[src/rtl/univ_shift_reg_n_pkg.sv]
// Shared opcode and FSM state encodings for the universal shifter and the sequencer that drives it.
package univ_shift_reg_n_pkg;

   typedef enum logic [2:0] {
      OP_NOP  = 3'd0,
      OP_LOAD = 3'd1,
      OP_SHL  = 3'd2,
      OP_SHR  = 3'd3,
      OP_ROL  = 3'd4,
      OP_ROR  = 3'd5,
      OP_ASR  = 3'd6,
      OP_CLR  = 3'd7
   } op_e;

   typedef enum logic {
      ST_IDLE  = 1'b0,
      ST_SHIFT = 1'b1
   } state_e;

   // Ops that run one bit per clock under the FSM.
   function automatic logic is_shift_op(op_e op);
      return (op >= OP_SHL) && (op <= OP_ASR);
   endfunction

endpackage

[src/rtl/univ_shift_reg_n_shift_step.sv]
// One-bit step of a shift/rotate op; purely combinational, no latency, no flow control.
module univ_shift_reg_n_shift_step
   import univ_shift_reg_n_pkg::*;
#(
   parameter int WIDTH = 8
) (
   input  op_e              op,
   input  logic [WIDTH-1:0] p,
   input  logic             sin_left,
   input  logic             sin_right,
   output logic [WIDTH-1:0] next_p
);

   always_comb begin
      next_p = p;
      case (op)
         OP_SHL:  next_p = {p[WIDTH-2:0], sin_left};
         OP_SHR:  next_p = {sin_right, p[WIDTH-1:1]};
         OP_ROL:  next_p = {p[WIDTH-2:0], p[WIDTH-1]};
         OP_ROR:  next_p = {p[0], p[WIDTH-1:1]};
         OP_ASR:  next_p = {p[WIDTH-1], p[WIDTH-1:1]};
         default: next_p = p;
      endcase
   end

endmodule

[src/rtl/univ_shift_reg_n.sv]
// Universal shift register: single-edge load/clear/NOP, N-bit shifts one bit per clock (N'+1 edges).
// Commands are accepted only in IDLE (cmd_ready); cmd_valid while busy is dropped, not queued.
module univ_shift_reg_n
   import univ_shift_reg_n_pkg::*;
#(
   parameter  int WIDTH = 8,
   localparam int AMT_W = $clog2(WIDTH + 1)
) (
   input  logic             clk,
   input  logic             rst,
   input  logic             cmd_valid,
   output logic             cmd_ready,
   input  logic [2:0]       cmd_op,
   input  logic [AMT_W-1:0] cmd_amt,
   input  logic             abort,
   input  logic [WIDTH-1:0] p_in,
   input  logic             sin_left,
   input  logic             sin_right,
   output logic [WIDTH-1:0] p_out,
   output logic             sout_left,
   output logic             sout_right,
   output logic             busy,
   output logic             done
);

   localparam logic [AMT_W-1:0] AMT_MAX = AMT_W'(WIDTH);
   localparam logic [AMT_W-1:0] AMT_ONE = AMT_W'(1);

   state_e           state_q, state_d;
   op_e              op_q, op_d;
   logic [AMT_W-1:0] count_q, count_d;
   logic [WIDTH-1:0] p_q, p_d;
   logic             done_q, done_d;
   logic [WIDTH-1:0] step_p;
   op_e              cmd_op_e;

   assign cmd_op_e = op_e'(cmd_op);

   univ_shift_reg_n_shift_step #(.WIDTH(WIDTH)) u_step (
      .op        (op_q),
      .p         (p_q),
      .sin_left  (sin_left),
      .sin_right (sin_right),
      .next_p    (step_p)
   );

   always_comb begin
      state_d = state_q;
      op_d    = op_q;
      count_d = count_q;
      p_d     = p_q;
      done_d  = 1'b0;
      case (state_q)
         ST_IDLE: begin
            if (cmd_valid) begin
               if (is_shift_op(cmd_op_e) && (cmd_amt != '0)) begin
                  state_d = ST_SHIFT;
                  op_d    = cmd_op_e;
                  count_d = (cmd_amt > AMT_MAX) ? AMT_MAX : cmd_amt;
               end else begin
                  done_d = 1'b1;
                  if (cmd_op_e == OP_LOAD) begin
                     p_d = p_in;
                  end else if (cmd_op_e == OP_CLR) begin
                     p_d = '0;
                  end
               end
            end
         end
         ST_SHIFT: begin
            // Abort leaves the partial result in place and skips this edge's step.
            if (abort) begin
               state_d = ST_IDLE;
               count_d = '0;
            end else begin
               p_d     = step_p;
               count_d = count_q - AMT_ONE;
               if (count_q == AMT_ONE) begin
                  state_d = ST_IDLE;
                  done_d  = 1'b1;
               end
            end
         end
         default: state_d = ST_IDLE;
      endcase
   end

   always_ff @(posedge clk or posedge rst) begin
      if (rst) begin
         state_q <= ST_IDLE;
         op_q    <= OP_NOP;
         count_q <= '0;
         p_q     <= '0;
         done_q  <= 1'b0;
      end else begin
         state_q <= state_d;
         op_q    <= op_d;
         count_q <= count_d;
         p_q     <= p_d;
         done_q  <= done_d;
      end
   end

   assign p_out      = p_q;
   assign sout_left  = p_q[WIDTH-1];
   assign sout_right = p_q[0];
   assign cmd_ready  = (state_q == ST_IDLE);
   assign busy       = (state_q == ST_SHIFT);
   assign done       = done_q;

endmodule

[config.mk]
export PLATFORM = sky130hd
export DESIGN_NAME = univ_shift_reg_n
export DESIGN_NICKNAME = d
export VERILOG_FILES = /design/src/rtl/univ_shift_reg_n_pkg.sv /design/src/rtl/univ_shift_reg_n_shift_step.sv /design/src/rtl/univ_shift_reg_n.sv
export SDC_FILE = /design/constraint.sdc
export NUM_CORES = 1
export LEC_CHECK = 0
export BUFFER_PORTS_ARGS = -buffer_cell sky130_fd_sc_hd__buf_4
export CORE_MARGIN = 2
export CORE_UTILIZATION = 50
export DETAILED_ROUTE_END_ITERATION = 7
export PLACE_DENSITY = 0.79
export RECOVER_POWER = 50
export SETUP_SLACK_MARGIN = 0.4
export SYNTH_ARGS = -nofsm -noshare
export SYNTH_HDL_FRONTEND = slang
export SYNTH_SLANG_ARGS = --single-unit
[constraint.sdc]
create_clock -name clk -period 1.9 [get_ports clk]
set_input_delay 0.19 -clock clk [delete_from_list [all_inputs] [get_ports clk]]
set_output_delay 0.19 -clock clk [all_outputs]
set_load 0.01 [all_outputs]
==> After elaboration in Yosys (flattened, before gate mapping) <==
Cells that the tools add are included.
{ "totals": {"reg_bits": 17, "inputBits": 21, "out_inout_bits": 13, "elab_cells": 56} }
{ "op_classes": {"add_sub_neg": 1, "magnitude_cmp": 3, "n_eq_ne": 16, "n_mux": 22, "n_bitwise": 1, "reduce_logical": 7} }
{ "ops": {"columns": ["cell", "n"], "rows": [
  ["$mux W8", 5],
  ["$pmux W8 S5", 1],
  ["$mux W4", 4],
  ["$pmux W8 S2", 1],
  ["$eq A3 B3 Y1 const B", 4],
  ["$mux W1", 8],
  ["$ne A2 B2 Y1 const B", 4],
  ["$pmux W4 S2", 1],
  ["$eq A3 B2 Y1 const B", 2],
  ["$ne A6 B1 Y1 const B", 1],
  ["$reduce_and A6 Y1", 1],
  ["$ne A5 B1 Y1 const B", 1],
  ["$reduce_and A5 Y1", 1],
  ["$eq A4 B1 Y1 const B", 1],
  ["$gt A4 B4 Y1 const B", 1],
  ["$pmux W1 S2", 2],
  ["$reduce_bool A4 Y1", 1],
  ["$sub A4 B1 Y4 const B", 1],
  ["$eq A3 B1 Y1 const B", 1],
  ["$ge A3 B2 Y1 const B", 1],
  ["$le A3 B3 Y1 const B", 1],
  ["$ne A3 B1 Y1 const B", 1],
  ["$reduce_and A3 Y1", 1],
  ["$logic_and A1 B1 Y1", 2],
  ["other kinds (3)", 3]
]} }

==> Depth between registers and ports, before layout <==
Gate-level depths: netlist of run 1.
{ "logic_depth": {"ltp_word": 6, "depth_mapped": 5, "depth_no_buf": 5} }

==> By module <==
A second synthesis of run 1 with hierarchy kept.
{ "unflattened": {"hier_cells": 130, "hier_area_um2": 1345.0} }
{ "by_module_without_submodules": {"columns": ["module", "instances", "cells_each", "area_per_inst_um2", "seq_area_each_um2"], "rows": [
  ["univ_shift_reg_n", 1, 85, 979.7, 425.4],
  ["univ_shift_reg_n_shift_step", 1, 45, 365.4, 0.0]
]} }

==> Least setup slack after synthesis of run 1 <==
Ideal clock, no wire load.
{ "synth_timing": {"kind": "reg-to-reg", "from": "register p_q[0] (netlist: p_out[0])", "to": "register p_q[7] (netlist: p_out[7])", "setup_ns": 0.125, "t_arrival_ns": 1.578, "required_time_ns": 1.775, "slack_ns": 0.198, "stages_incl_launch_ff": 5, "path_buffers": 0, "period_less_slack_ns": 1.702, "cell_sequence": "dfrtp_1 > or2b_1 > mux4_2 > a32o_1 > mux2_2"} }
{ "synth_via": {"elab_chain_cells": 3} }
{ "synth_rtl": {"columns": ["item", "line_no", "rtl"], "rows": [
  ["start, declared", "univ_shift_reg_n.sv:32", "logic [WIDTH-1:0] p_q, p_d;"],
  ["start signal, assigned", "univ_shift_reg_n.sv:99", "p_q <= p_d;"],
  ["$pmux W8 S5", "univ_shift_reg_n_shift_step.sv:16", "case (op)"],
  ["$mux W8", "univ_shift_reg_n.sv:72", "if (abort) begin"],
  ["$pmux W8 S2", "univ_shift_reg_n.sv:53", "case (state_q)"]
]} }
Every way passes these cells. The select of a mux whose other input is x is not followed.
A chain may end at the register's enable or synchronous reset.

==> Worst setup path in the final report of run 1 <==
{ "layout_timing": {"from": "register op_q[0]", "to": "register p_q[7] (netlist: p_out[7])"} }
{ "layout_via": {"elab_chain_cells": 4, "elab_cells_between_ends": 11, "cone_classes": "eq/ne (7); mux (3); reduce/logical (1)"} }
{ "layout_rtl": {"columns": ["item", "line_no", "rtl"], "rows": [
  ["start, declared", "univ_shift_reg_n.sv:30", "op_e op_q, op_d;"],
  ["start signal, assigned", "univ_shift_reg_n.sv:97", "op_q <= op_d;"],
  ["$eq A3 B3 Y1 or $eq A3 B2 Y1 (tied branches)", "univ_shift_reg_n_shift_step.sv:16", null],
  ["$pmux W8 S5", "univ_shift_reg_n_shift_step.sv:16", null],
  ["$mux W8", "univ_shift_reg_n.sv:72", null],
  ["$pmux W8 S2", "univ_shift_reg_n.sv:53", null]
]} }
Several ways; a longest one is shown, not always the timed one. The select of a mux whose other input is x is not followed.

==> reports/metrics.cfg, run 1 <==
[power]
irDropWorstVdd_mv=0.782
p_clk_share_pct=9.9
power_frac_comb_pct=52.7
netSwitchingPower_uw=781
p_seq_share_pct=37.4
p_sw_share_pct=41.0
internal-power_mw=1.12
powerDensity_mw_per_mm2=1200
total_leakage_power_nw=0.730

[timing]
setup_viol=0
clock_skew_ns=0.0111
slew_headroom_pct=58.1
tightest_slew_ns=0.627
fin_tns_setup_ns=0
grt_setup_unrepaired=yes
fin_crit_sh_pct=89.7
fmax_mhz=587
finalMaxSlewViolations=0
min_period_ns=1.70
hold_viol=0

[clock_network]
clockBufferDepth=2
cts.sinks=17
cts_made_buffers=3
clock_latency_ns=0.29
cts-htree-levels=1
cts_root_buf=clkbuf_4
clk_pin_slew_ns=0.10
cts_tree=done

[setup_path]
ff2ff_setup_slack_ns=0.20
rr_startpoint=op_q[0]
crit_start=op_q[0]
crit_path_top_delay_cell=mux4_2
startpoint_type=flip-flop
required_ns=2.09
crit_arrival_ns=1.89
crit_chain=or2b_1, mux4_2, a32o_1, mux2_2
crit_path_max_incr_delay_ns=0.46
r2r_cells=4
end_kind=flip-flop
cp_max_fo=4
crit_type=flip-flop to flip-flop
r2r_end=p_out[7]

[yosys]
synth_top_cell_area_share_pct=36.3
yosysTopAreaCell=dfrtp_1
synth.area.top_cells=dfrtp_1, mux2i_1, a222oi_1, mux2_1, o21ai_1
ys_types=44
synth_nets=138
synth-edff-count=0
yosysSeqAreaShare_pct=36.3
synthArstFlopShare_pct=100
synth_area_mm2=0.00117
synth_cells=115
ys_ff_latch=17
synth-main-ff-cell=dfrtp_1
avgSynthCellArea_um2=10.2
yosysWarnings=0

[global_routing]
grt_pass1_vias=975
antenna_found_initial=0
grt_pass1_wl_um=4510
grt_use_total_pct=23.0
grt_max_degree=18
globalRouteOverflowTotal=0

[placed_design]
io_buffers=33
place_hpwl_um=2060
dpl.cell_count=175
gp_congestion=0.755

[detailed_routing]
viasPerCell=5.72
ant_nets=0
drt_iter0_markers=30
wl_per_cell_um=15.3
drc_errors=0
postRouteWirelength_um=2830
firstDrtPassIters=7
dr_total_vias=1059

[final_layout]
regArea_um2=429
fill_cells=170
fin_nets=181
multiInputGateArea_um2=727
drive_above_1_share_pct=38.2
diodes=0
final_cells=185
layout_common_cells=buf_4, dfrtp_1, inv_1, mux2i_1
syn2layout_area_growth_pct=35.3
mostFrequentLayoutCell=buf_4

[floorplan]
die_w_um=52.4
core_area_mm2=0.00221
placementRows=17
start_util_pct=52.9
ioPinCount=34
die-area_mm2=0.00275
die_h_um=52.4

[status]
run_status=finished clean

[min_path]
hold_start=cmd_amt[3]
hold_class=input port to flip-flop
hold-path-endpoint=count_q[3]
hold_depth=3

[flow_run]
cap_violations=0

==> flip-flops by register name (all words and copies together), names as in the netlist <==
| register | flops |
|---|---|
| op_q | 3 |
| done | 1 |
| count_q | 4 |
| p_out | 8 |
| busy | 1 |
==> worst max path at each step <==
stage,to,slack [ns],cells after the start
floorplan,p_out[7],0.21,4
finish,p_out[7],0.20,4
global placement,p_out[7],0.22,4
detailed placement,p_out[7],0.17,4
global route,p_out[7],0.15,4
CTS,p_out[7],0.21,4
==> kinds of logic (layout without fill, tap and decap cells) <==
group,Yosys count,count (layout),share of synthesized area [%]
AND/OR/NAND/NOR,29,29,16.2
adder cells (fa/ha/maj),2,2,2.14
buffers and inverters,17,59,7.26
AO/OA/AOI/OAI,32,32,21.3
flip-flops,17,17,36.3
multiplexers,15,15,14.5
XOR/XNOR,3,3,2.24
==> per-layer routing <==
layer | vias up | GRT usage (%) | routed length (um)
li1 | 514 | - | -
met1 | 523 | 30.6 | 1270
met2 | 18 | 36.3 | 1450
met3 | 4 | 6.00 | 85
met4 | 0 | 7.69 | 23
met5 | - | 0 | 0
==> worst max-delay path, delay by kind of cell, from the launching register on <==
family | cells | cell delay, ns
and+or+nand+nor | 1 | 0.23
AOI/OAI and AO/OA | 1 | 0.25
muxes | 2 | 0.71
DFF | 1 | 0.40
==> power by group through the flow <==
| stage | clock, mW | combinational (mW) | sequential [mW] |
|---|---|---|---|
| after floorplan | 0 | 0.614 | 0.664 |
| after global placement | 0 | 0.855 | 0.698 |
| after detailed placement | 0 | 0.891 | 0.711 |
| after CTS | 0.196 | 1.00 | 0.701 |
| after global routing | 0.209 | 1.10 | 0.740 |
| final | 0.188 | 1.00 | 0.712 |
==> metrics by stage <==
step	util, %	hold slack (ns)	setup slack [ns]	total power, mW	instance area (um^2)
global placement	66.2	0.307	0.217	1.55	1460
finish	71.6	0.134	0.196	1.90	1580
CTS	70.9	0.132	0.207	1.90	1570
global route	71.6	0.145	0.146	2.05	1580
detailed placement	66.2	0.308	0.169	1.60	1460
floorplan	-	0.116	0.209	1.28	1190
==> cell type report <==
class | count | share of cell area, %
sequential | 17 | 27.1
clock buffer | 4 | 1.66
inverter | 10 | 2.37
multi-input combinational | 81 | 45.9
timing repair buffer | 45 | 20.8
tap | 28 | 2.21
==> cell usage after synthesis (2+ instances only) <==
cell type and instances:
dfrtp_1 17, inv_1 9, mux2i_1 8, nor2_1 7, o21ai_1 7, a222oi_1 6, nand2_1 5, a21oi_1 4
mux2_1 4, a211oi_1 2, a21o_1 2, buf_2 2, buf_4 2, ha_1 2, mux2_2 2, nand2b_1 2
nor2b_1 2, nor4_2 2, o21ai_0 2, o31a_1 2, or2b_1 2, xor2_1 2
==> what timing repair did <==
item | 4_1_cts | 5_1_grt
endpoints found under the hold margin | 17 | 0
hold buffers | 1 | 0
resized for setup | 9 | 7
setup buffers | 4 | 1
endpoints found under the setup margin | 12 | 10
pin swaps | 4 | 8
(Power assumes the default switching activity.)
==> inputs of run 2 (changes only) <==
CTS_BUF_LIST = sky130_fd_sc_hd__clkbuf_8   (was unset)
==> run 2 against run 1 <==
Compared with the run above:
- hold slack got worse by 0.11 ns
- clock power up 39%
- flip-flop and latch count stayed put
- critical path type unchanged
- largest cell class unchanged
==> reports/metrics.cfg, run 2 (synthesized netlist as in run 1, its figures left out) <==
[detailed_routing]
drc_errors=0  ; unchanged
drt_iter0_markers=33  ; +10%
wl_per_cell_um=15.5  ; +1.2%
ant_nets=0  ; unchanged
postRouteWirelength_um=2850  ; +0.67%
dr_total_vias=1043  ; -1.5%
viasPerCell=5.67  ; -0.98%
firstDrtPassIters=4  ; -3

[clock_network]
cts_made_buffers=3  ; unchanged
cts.sinks=17  ; unchanged
clockBufferDepth=2  ; unchanged
cts_tree=done
cts_root_buf=clkbuf_8
clock_latency_ns=0.25  ; -0.04 ns
cts-htree-levels=1  ; unchanged
ctsHoldBuffers=0  ; -1
clk_pin_slew_ns=0.06  ; -0.04 ns

[final_layout]
multiInputGateArea_um2=727  ; unchanged
fin_nets=180  ; -0.55%
mostFrequentLayoutCell=buf_4
diodes=0  ; unchanged
post-route-util_pct=72.0  ; +0.40 points
drive_above_1_share_pct=38.5  ; +0.24 points
regArea_um2=429  ; unchanged
largest_reg_flops=8  ; unchanged
final_cells=184  ; -0.54%
fill_cells=166  ; -2.4%
syn2layout_area_growth_pct=36.0
layout_common_cells=buf_4, dfrtp_1, inv_1, mux2i_1

[global_routing]
globalRouteOverflowTotal=0  ; unchanged
antenna_found_initial=0  ; unchanged
grt_max_degree=18  ; unchanged
grt_pass1_wl_um=4620  ; +2.3%
grt_use_total_pct=23.8  ; +0.79 points
grt_pass1_vias=1000  ; +2.6%

[placed_design]
io_buffers=33  ; unchanged
gp_congestion=0.755  ; unchanged
place_hpwl_um=2060  ; unchanged
dpl.cell_count=175  ; unchanged

[power]
p_sw_share_pct=39.9  ; -1.1 points
p_clk_share_pct=13.2  ; +3.3 points
irDropWorstVdd_mv=0.890  ; +14%
internal-power_mw=1.19  ; +5.6%
netSwitchingPower_uw=788  ; +0.94%
total_leakage_power_nw=0.739  ; +1.2%
power_frac_comb_pct=50.8  ; -1.9 points
powerDensity_mw_per_mm2=1240  ; +3.1%
p_seq_share_pct=36.0  ; -1.4 points

[timing]
hold_viol=0  ; unchanged
min_period_ns=1.70  ; -0.00139 ns
fin_crit_sh_pct=89.6  ; about the same
tightest_slew_ns=0.629  ; +0.00186 ns
fmax_mhz=587  ; about the same
grt_setup_unrepaired=yes
fin_tns_setup_ns=0  ; unchanged
slew_headroom_pct=58.0  ; -0.12 points
setup_viol=0  ; unchanged
clock_skew_ns=0.00552  ; -0.00554 ns
finalMaxSlewViolations=0  ; unchanged

[status]
run_status=finished clean

[setup_path]
crit_arrival_ns=1.84  ; -0.05 ns
r2r_end=p_out[7]
rr_startpoint=op_q[0]
crit_path_top_delay_cell=mux4_2
startpoint_type=flip-flop
crit_path_max_incr_delay_ns=0.46  ; about the same
crit_type=flip-flop to flip-flop
ff2ff_setup_slack_ns=0.20  ; about the same
end_kind=flip-flop
required_ns=2.04  ; -0.05 ns
r2r_cells=4  ; unchanged
cp_max_fo=4  ; unchanged
crit_chain=or2b_1, mux4_2, a32o_1, mux2_2

[floorplan]
start_util_pct=52.9  ; unchanged
die_h_um=52.4  ; unchanged
placementRows=17  ; unchanged
ioPinCount=34  ; unchanged
core_area_mm2=0.00221  ; unchanged
die-area_mm2=0.00275  ; unchanged
die_w_um=52.4  ; unchanged

[flow_run]
cap_violations=0  ; unchanged

[min_path]
hold_class=input port to asynchronous set/reset pin

-- run 2: changes by cell type in the layout (fill, tap and decap cells not counted), sizes merged --
cell / delta
clkbuf: -1
dlygate4sd3: -1
inv: +1
-- run 2: power by group through the flow --
stage,clock (mW),combinational [mW],sequential [mW]
CTS,0.269,1.00,0.701
global route,0.275,1.10,0.741
finish,0.261,1.00,0.710
floorplan,0,0.614,0.664
global placement,0,0.855,0.698
detailed placement,0,0.891,0.711
-- run 2: per-layer routing --
metal	GRT usage [%]	vias up	wire length [um]	share of wire [%]
li1	-	512	-	-
met1	30.6	503	1240	43
met2	37.1	21	1460	51
met3	3.43	7	86	3.0
met4	15.4	0	74	2.6
met5	0	-	0	0
-- run 2: how the worst max path moves through the flow --
stage,endpoint,start
3_5_place_dp,p_out[7],op_q[0]
6_report,p_out[7],op_q[0]
2_1_floorplan,p_out[7],p_out[0]
5_1_grt,p_out[7],op_q[0]
4_1_cts,p_out[7],op_q[0]
3_3_place_gp,p_out[7],op_q[0]
-- run 2: timing repair --
| item | CTS | global route |
|---|---|---|
| pin swaps | 4 | 9 |
| gates resized for setup | 9 | 7 |
| buffers inserted | 4 | 1 |
| endpoints found under the setup margin | 12 | 9 |
-- run 2: final cells by class --
| cell class | count | area share (%) |
|---|---|---|
| multi-input cells | 81 | 45.6 |
| well taps | 28 | 2.20 |
| inverters | 10 | 2.36 |
| clock inverters | 1 | 0.236 |
| flip-flops and latches | 17 | 26.9 |
| repair buffers | 44 | 20.0 |
| clock buffers | 3 | 2.59 |
-- run 2: worst max-delay path: cells and delay by family (launching register included) --
kind / cells / cell delay [ns]
mux: 2 / 0.71
flops: 1 / 0.39
compound gates: 1 / 0.25
simple gates: 1 / 0.23
-- run 2: metrics by stage --
step / hold slack (ns) / cell area, um^2 / setup slack (ns) / power, mW
6_report: 0.0230 / 1590 / 0.197 / 1.97
5_1_grt: 0.0837 / 1590 / 0.143 / 2.12
4_1_cts: 0.0336 / 1580 / 0.211 / 1.97
3_5_place_dp: 0.308 / 1460 / 0.169 / 1.60
3_3_place_gp: 0.307 / 1460 / 0.217 / 1.55
2_1_floorplan: 0.116 / 1190 / 0.209 / 1.28
==> inputs of run 3 (changes only) <==
==> constraint.sdc (replaced) <==
create_clock -name clk -period 1.9 [get_ports clk]
set_input_delay 0.285 -clock clk [delete_from_list [all_inputs] [get_ports clk]]
set_output_delay 0.285 -clock clk [all_outputs]
set_load 0.01 [all_outputs]
==> run 3 against run 2 <==
Compared with the run above:
- core utilization rose by 1.8 points
- cell count is 2.7% higher
- routed wire length increased by 6.0%
- hold slack improved by 0.089 ns
- register-to-register slack worse by 0.03 ns
- largest power group unchanged
- critical endpoint is now p_out[2]
==> reports/metrics.cfg, run 3 (synthesized netlist as in run 1, its figures left out) <==
[timing]
fin_tns_setup_ns=0  ; unchanged
tightest_slew_ns=0.647  ; +0.0181 ns
grt_setup_unrepaired=yes
clock_skew_ns=0.00932  ; +0.00380 ns
fmax_mhz=579  ; -1.5%
fin_crit_sh_pct=91.0  ; +1.3 points
setup_viol=0  ; unchanged
min_period_ns=1.73  ; +0.0253 ns
finalMaxSlewViolations=0  ; unchanged
slew_headroom_pct=56.8  ; -1.2 points
hold_viol=0  ; unchanged

[setup_path]
r2r_end=p_out[2]
r2r_cells=6  ; +2
crit_type=flip-flop to flip-flop
end_kind=flip-flop
required_ns=2.08  ; +0.04 ns
rr_startpoint=op_q[0]
crit_path_max_incr_delay_ns=0.42  ; -0.04 ns
crit_arrival_ns=1.91  ; +0.07 ns
startpoint_type=flip-flop
crit_path_top_delay_cell=dfrtp_2
path_buf_inv=2  ; +2
cp_top_family=compound AO/OA/AOI/OAI gates
crit_chain=buf_4, buf_4, and3b_1, a211oi_4, a222oi_1, mux2i_1
cp_max_fo=6  ; +2
cp_common_cell=buf_4
ff2ff_setup_slack_ns=0.17  ; -0.03 ns

[global_routing]
grt_pass1_wl_um=4730  ; +2.5%
globalRouteOverflowTotal=0  ; unchanged
grt_use_total_pct=24.0  ; +0.29 points
grt_pass1_vias=1045  ; +4.5%
antenna_found_initial=0  ; unchanged
grt_max_degree=18  ; unchanged

[power]
powerDensity_mw_per_mm2=1260  ; +1.4%
p_clk_share_pct=13.3  ; about the same
total_leakage_power_nw=0.776  ; +5.0%
internal-power_mw=1.23  ; +3.8%
p_sw_share_pct=40.0  ; +0.10 points
power_frac_comb_pct=52.5  ; +1.7 points
irDropWorstVdd_mv=0.862  ; -3.1%
p_seq_share_pct=34.2  ; -1.8 points
netSwitchingPower_uw=822  ; +4.2%

[clock_network]
cts_root_buf=clkbuf_8
cts_tree=done
cts-htree-levels=1  ; unchanged
cts.sinks=17  ; unchanged
clk_pin_slew_ns=0.07  ; about the same
clock_latency_ns=0.26  ; about the same
clockBufferDepth=2  ; unchanged
cts_made_buffers=3  ; unchanged

[placed_design]
io_buffers=33  ; unchanged
postPlaceCellArea_mm2=0.00146  ; -0.51%
place_hpwl_um=2060  ; +0.16%
gp_congestion=0.763  ; +1.0%

[floorplan]
core_area_mm2=0.00221  ; unchanged
die_w_um=52.4  ; unchanged
start_util_pct=52.9  ; unchanged
ioPinCount=34  ; unchanged
die-area_mm2=0.00275  ; unchanged
die_h_um=52.4  ; unchanged
placementRows=17  ; unchanged

[final_layout]
mostFrequentLayoutCell=buf_4
largest_reg_flops=8  ; unchanged
fin_area_mm2=0.00163  ; +2.5%
drive_above_1_share_pct=41.6  ; +3.2 points
post-route-util_pct=73.8  ; +1.8 points
syn2layout_area_growth_pct=39.4
diodes=0  ; unchanged
fin_nets=185  ; +2.8%
layout_common_cells=buf_4, dfrtp_1, inv_1, o21ai_1, mux2i_1

[detailed_routing]
ant_nets=0  ; unchanged
firstDrtPassIters=5  ; +1
drc_errors=0  ; unchanged
postRouteWirelength_um=3020  ; +6.0%
viasPerCell=5.69  ; +0.34%
wl_per_cell_um=16.0  ; +3.2%
drt_iter0_markers=32  ; -3.0%
dr_total_vias=1075  ; +3.1%

[min_path]
hold_class=input port to asynchronous set/reset pin

[flow_run]
cap_violations=0  ; unchanged

[status]
run_status=finished clean

-- run 3: cell type report --
cell class | count | area [um^2]
Clock buffer | 3 | 41.3
Multi-Input combinational cell | 81 | 729
Sequential cell | 17 | 430
Timing Repair Buffer | 49 | 355
Clock inverter | 1 | 3.75
Tap cell | 28 | 35.0
Inverter | 10 | 37.5
Fill cell | 166 | 579
-- run 3: power by group through the flow --
stage	clock (mW)	sequential [mW]	combinational [mW]
final	0.272	0.703	1.08
after global routing	0.293	0.723	1.18
after CTS	0.277	0.704	1.00
after detailed placement	0	0.706	0.891
after global placement	0	0.698	0.857
after floorplan	0	0.663	0.608
-- run 3: stage by stage --
step | hold slack (ns) | worst slack (ns) | total power, mW | std cells
CTS | 0.134 | 0.218 | 1.98 | 182
floorplan | 0.211 | 0.209 | 1.27 | 115
detailed placement | 0.414 | 0.128 | 1.60 | 174
finish | 0.112 | 0.172 | 2.05 | 189
global route | 0.175 | 0.126 | 2.19 | 189
global placement | 0.402 | 0.189 | 1.55 | 174
-- run 3: how the worst max path moves through the flow --
stage / end / from / cells past startpoint
after floorplan: p_out[7] / p_out[0] / 4
after global placement: p_out[7] / op_q[0] / 4
after detailed placement: p_out[7] / op_q[0] / 4
after CTS: p_out[7] / op_q[0] / 4
after global routing: p_out[7] / op_q[0] / 4
final: p_out[2] / op_q[0] / 6
-- run 3: timing repair --
item / CTS / global route
buffers inserted: 4 / 7
cloned: 0 / 0
pin swaps: 3 / 10
setup endpoints to repair: 8 / 11
gates resized for setup: 11 / 4
hold buffers: 0 / 0
-- run 3: layer usage --
metal / wire length (um) / vias to the layer above / global-route usage, % / share of wire, %
met1: 1300 / 517 / 29.2 / 43
met3: 139 / 5 / 4.29 / 4.6
met2: 1550 / 37 / 42.7 / 51
met5: 0 / - / 0 / 0
met4: 34 / 0 / 7.69 / 1.1
li1: - / 516 / - / -
